[config.mk]
export PLATFORM = sky130hd
export DESIGN_NAME = ram_loader
export DESIGN_NICKNAME = d
export VERILOG_FILES = /design/src/rtl/ram_loader.sv
export SDC_FILE = /design/constraint.sdc
export NUM_CORES = 1
export LEC_CHECK = 0
export CELL_PAD_IN_SITES_DETAIL_PLACEMENT = 0
export CELL_PAD_IN_SITES_GLOBAL_PLACEMENT = 2
export CORE_ASPECT_RATIO = 1.2
export CORE_UTILIZATION = 34
export DETAILED_ROUTE_END_ITERATION = 10
export PLACE_DENSITY_LB_ADDON = 0.1
export SLEW_MARGIN = 20
export SYNTH_ARGS = -nofsm -noshare
export SYNTH_HDL_FRONTEND = slang
export SYNTH_SLANG_ARGS = --single-unit
[constraint.sdc]
create_clock -name clk -period 5.2 [get_ports clk]
set_clock_uncertainty 0.15 [all_clocks]
set_input_delay 1.56 -clock clk [delete_from_list [all_inputs] [get_ports clk]]
set_output_delay 1.56 -clock clk [all_outputs]
set_load 0.1 [all_outputs]
[src/rtl/ram_loader.sv]
// rtl/ram_loader.sv - bus initiator that fills main RAM from a byte stream and optionally verifies it
//
// Purpose:
//   Requests the RAM bus from the CPU through a hold handshake. Once granted, it
//   writes a byte stream into consecutive RAM addresses and keeps a mod-256
//   checksum. When VERIFY is non-zero it then reads the image back and compares
//   the read-back sum with the checksum. Finally it releases the bus and pulses done.
//
// Ports:
//   clk, rst_n          clock, asynchronous active-low reset
//   start, abort        begin a load (IDLE only) / cancel a load in progress
//   base_addr, length   first RAM address and byte count, latched on start
//   s_data/s_valid/s_ready  byte stream input with valid/ready handshake
//   hold_req, hold_ack  bus request to the CPU / bus granted by the CPU
//   ram_a, ram_din, ram_dout, ram_we, ram_ce  synchronous RAM port
//   busy, done, err, checksum  status outputs

module ram_loader #(
  parameter int VERIFY = 1,
  parameter int AW     = 15
) (
  input  logic          clk,
  input  logic          rst_n,
  input  logic          start,
  input  logic          abort,
  input  logic [AW-1:0] base_addr,
  input  logic [AW:0]   length,
  input  logic [7:0]    s_data,
  input  logic          s_valid,
  output logic          s_ready,
  output logic          hold_req,
  input  logic          hold_ack,
  output logic [AW-1:0] ram_a,
  output logic [7:0]    ram_din,
  input  logic [7:0]    ram_dout,
  output logic          ram_we,
  output logic          ram_ce,
  output logic          busy,
  output logic          done,
  output logic          err,
  output logic [7:0]    checksum
);

  // S_DRAIN is the tail of the read-back pass: no read is issued, only the
  // final byte returned by the RAM is captured and the sums are compared.
  typedef enum logic [2:0] {
    S_IDLE,
    S_HOLD,
    S_WRITE,
    S_VERIFY,
    S_DRAIN,
    S_FINISH
  } state_e;

  localparam logic [AW:0] REM_ONE = (AW+1)'(1);

  state_e        state_q, state_d;
  logic [AW-1:0] addr_q, addr_d;
  logic [AW-1:0] base_q, base_d;
  logic [AW:0]   rem_q, rem_d;
  logic [AW:0]   len_q, len_d;
  logic [7:0]    csum_q, csum_d;
  logic [7:0]    rsum_q, rsum_d;
  logic          err_q, err_d;
  logic          rd_pend_q, rd_pend_d;
  logic [7:0]    rsum_final;

  always_ff @(posedge clk or negedge rst_n) begin
    if (!rst_n) begin
      state_q   <= S_IDLE;
      addr_q    <= '0;
      base_q    <= '0;
      rem_q     <= '0;
      len_q     <= '0;
      csum_q    <= '0;
      rsum_q    <= '0;
      err_q     <= 1'b0;
      rd_pend_q <= 1'b0;
    end else begin
      state_q   <= state_d;
      addr_q    <= addr_d;
      base_q    <= base_d;
      rem_q     <= rem_d;
      len_q     <= len_d;
      csum_q    <= csum_d;
      rsum_q    <= rsum_d;
      err_q     <= err_d;
      rd_pend_q <= rd_pend_d;
    end
  end

  // In S_DRAIN the last read is always outstanding, so its data is added unconditionally.
  assign rsum_final = rsum_q + ram_dout;

  always_comb begin
    state_d   = state_q;
    addr_d    = addr_q;
    base_d    = base_q;
    rem_d     = rem_q;
    len_d     = len_q;
    csum_d    = csum_q;
    rsum_d    = rsum_q;
    err_d     = err_q;
    rd_pend_d = 1'b0;

    s_ready   = 1'b0;
    hold_req  = 1'b0;
    ram_a     = '0;
    ram_din   = '0;
    ram_we    = 1'b0;
    ram_ce    = 1'b0;
    done      = 1'b0;

    case (state_q)
      S_IDLE: begin
        // start outranks abort here; abort has no meaning while idle.
        if (start) begin
          base_d = base_addr;
          len_d  = length;
          addr_d = base_addr;
          rem_d  = length;
          csum_d = '0;
          rsum_d = '0;
          err_d  = 1'b0;
          if (length == '0) begin
            state_d = S_FINISH;
          end else begin
            state_d = S_HOLD;
          end
        end
      end

      S_HOLD: begin
        hold_req = 1'b1;
        if (abort) begin
          err_d   = 1'b1;
          state_d = S_FINISH;
        end else if (hold_ack) begin
          state_d = S_WRITE;
        end
      end

      S_WRITE: begin
        hold_req = 1'b1;
        // Abort and loss of the bus both end the load before any strobe this cycle.
        if (abort || !hold_ack) begin
          err_d   = 1'b1;
          state_d = S_FINISH;
        end else begin
          s_ready = 1'b1;
          if (s_valid) begin
            ram_ce  = 1'b1;
            ram_we  = 1'b1;
            ram_a   = addr_q;
            ram_din = s_data;
            csum_d  = csum_q + s_data;
            addr_d  = addr_q + 1'b1;
            rem_d   = rem_q - 1'b1;
            if (rem_q == REM_ONE) begin
              if (VERIFY != 0) begin
                addr_d  = base_q;
                rem_d   = len_q;
                rsum_d  = '0;
                state_d = S_VERIFY;
              end else begin
                state_d = S_FINISH;
              end
            end
          end
        end
      end

      S_VERIFY: begin
        hold_req = 1'b1;
        if (abort || !hold_ack) begin
          err_d   = 1'b1;
          state_d = S_FINISH;
        end else begin
          // Issue this cycle's read and fold in the data of the previous one.
          ram_ce    = 1'b1;
          ram_a     = addr_q;
          rd_pend_d = 1'b1;
          if (rd_pend_q) begin
            rsum_d = rsum_q + ram_dout;
          end
          addr_d = addr_q + 1'b1;
          rem_d  = rem_q - 1'b1;
          if (rem_q == REM_ONE) begin
            state_d = S_DRAIN;
          end
        end
      end

      S_DRAIN: begin
        hold_req = 1'b1;
        if (abort || !hold_ack) begin
          err_d   = 1'b1;
          state_d = S_FINISH;
        end else begin
          rsum_d = rsum_final;
          if (rsum_final != csum_q) begin
            err_d = 1'b1;
          end
          state_d = S_FINISH;
        end
      end

      S_FINISH: begin
        done    = 1'b1;
        state_d = S_IDLE;
      end

      default: begin
        state_d = S_IDLE;
      end
    endcase
  end

  assign busy     = (state_q != S_IDLE);
  assign err      = err_q;
  assign checksum = csum_q;

endmodule

==> impl_metrics.tcl <==
set metrics [dict create \
    status "finished clean" \
    die_area_um2 16100 \
    max_freq_ghz 0.198 \
    antenna_found_initial 0 \
    wire_per_inst_um 17.5 \
    synth_largest_area_cell "dfrtp_1" \
    via_per_inst 5.49 \
    synth_area_leaders "dfrtp_1 (39%), nand2_1 (9.5%), o21ai_0 (5.8%)" \
    slew_violations 0 \
    cts_max_path_buffers 2 \
    synth_seq_cells 83 \
    antenna_cells 0 \
    synth_commonest_cells "nand2_1 (134), dfrtp_1 (83), o21ai_0 (62), nor2_1 (34), a211oi_1 (29)" \
    synth_area_per_cell_um2 8.28 \
    min_path_type "reg2reg" \
    cts_tree "done" \
    clkTransAtPathRegs_ns 0.06 \
    reg2reg_depth 6 \
    clockRootBuffer "clkbuf_16" \
    finalCritPeriodShare 0.971 \
    place.port_buffers 90 \
    wl_mm 16.2 \
    io_pins 91 \
    syn-num-nets 714 \
    ys.flop_type "dfrtp_1" \
    dr.pass1.iters 4 \
    synth-edff-count 0 \
    gp_congestion 0.788 \
    ys_types 62 \
    start_kind "input pin" \
    relSlewSlack 0.331 \
    die_h_um 139 \
    setup_viol 0 \
    drc 0 \
    track_usage 0.211 \
    grt_pass1_vias 5055 \
    start_util 0.351 \
    timing.final.hold_violations 0 \
    postSynthCellCount 642 \
    nFillCells 1508 \
    rrSetupSlack_ns 2.32 \
    row_count 49 \
    p_total_mw 3.15 \
    peakVddDrop_mv 0.204 \
    clock-sinks 83 \
    required_ns 3.49 \
    yosys_warnings 0 \
    overflow 0 \
    p_leak_nw 3.01 \
    fin_cells 927 \
    synthArstFlopShare 1.00 \
    setup.worst_path.end "ram_din[7]" \
    grt_pass1_wl_mm 26.4 \
    worstMarginPinSlew_ns 1.00 \
    ctsHtreeMaxLevel 3 \
    crit_type "in2out" \
    rsz0062_at_grt "false" \
    coreArea_um2 15100 \
    final_nets 790 \
    dp_cells 910 \
    yosysSeqAreaShare 0.391 \
    synth_top_area_frac 0.391 \
    period_minus_slack_ns 5.05 \
    die_w_um 116 \
    postCtsSetupRepairBufs 0 \
    crit_path_start "hold_ack" \
    dpl.hpwl_mm 10.9 \
    power_density_nw_per_um2 450 \
    r2r-end "addr_q[0]" \
    syn_area_um2 5320 \
    r2r-start "state_q[0]" \
    post_cts_resize_count 0 \
    yosysMostFrequentCell "nand2_1" \
    crit_fanout 10 \
    drive_gt1_frac 0.107 \
    cp-end-kind "primary output" \
    clk_latency_ns 0.35 \
    worstPathArrival_ns 3.34 \
    drv_cap 0 \
    hold_path.startpoint "len_q[0]" \
    area_growth_pct 31.5 \
    grt_max_degree 69 \
    postRouteAntennaNets 0 \
    vias 5086 \
    drt_first_iter_violations 240 \
    cts_hold_buf 0 \
    numCtsBuffers 9 \
]
where the power goes:
part,switching (mW),total (mW),internal (mW)
Combinational,0.853,1.33,0.477
Sequential,0.269,1.18,0.908
Clock,0.264,0.640,0.376
Total,1.39,3.15,1.76
cell families (layout without fill, tap and decap cells):
| group | Yosys count | in the layout | share of synthesized area |
|---|---|---|---|
| simple gates | 283 | 283 | 0.257 |
| compound gates | 191 | 191 | 0.230 |
| flops | 83 | 83 | 0.391 |
| buf+inv | 44 | 125 | 0.0351 |
| fa+ha+maj | 20 | 20 | 0.0494 |
| xor+xnor | 19 | 19 | 0.0339 |
| mux | 2 | 2 | 0.00376 |
stage by stage:
stage,setup TNS [ns],hold slack (ns),utilization,area (um^2),setup WS (ns)
global placement,0,0.307,0.441,6680,0.241
detailed placement,0,0.313,0.441,6680,0.159
CTS,0,0.329,0.461,6980,0.150
finish,0,0.325,0.462,6990,0.149
floorplan,-2.02,0.295,-,5340,-0.248
global route,0,0.347,0.462,6990,0.0183
cell type report:
type                    count  area, um^2  share of cell area
multi-input cells         515        3090               0.441
well taps                 204         255              0.0365
flip-flops and latches     83        2080               0.297
clock inverters             1        5.00            0.000716
repair buffers            102        1250               0.179
clock buffers              15         288              0.0412
inverters                   7        26.3             0.00376
metal layers:
metal	wire length (um)	vias up	part of all wire	global-route usage
met2	7940	129	0.49	0.352
li1	-	2475	-	-
met4	425	0	0.026	0.0870
met5	0	-	0	0
met3	739	18	0.046	0.0345
met1	7120	2464	0.44	0.268
worst max-delay path, cell delays in order:
cell and delay (ns):
clkdlybuf4s50_1 0.55, nor2b_1 0.21, nand2_1 0.17, nor2_2 0.37, and3_1 0.29, buf_12 0.19
how the worst min path moves through the flow:
stage / to / cells past startpoint
global route: base_q[10] / 2
floorplan: base_q[11] / 2
CTS: base_q[11] / 2
global placement: base_q[11] / 2
finish: len_q[0] / 2
detailed placement: base_q[11] / 2
layout by cell type (no fill, tap or decap), types with 6 or more instances in the layout:
cell and count:
clkbuf_16 9, inv_1 6, buf_4 13, xnor2_1 12, nand3_1 6, ha_1 17
and2_1 10, nor3_1 23, buf_12 26, dfrtp_1 83, o21ai_0 62, and3_1 13
nor4_1 14, nand2_1 134, a211oi_1 29, clkdlybuf4s50_1 62, nand2b_1 6, a21o_1 9
xor2_1 6, a31oi_1 6, o21ai_1 23, a22o_1 14, nor2_1 32, and2_2 9
a21oi_1 19
sequential cells by signal, summed over array words and instances (netlist names):
register	count
addr_q	15
base_q	15
checksum	8
err	1
len_q	16
rd_pend_q	1
rem_q	16
rsum_q	8
state_q	3
No activity file was read; power rests on OpenSTA's default activity.
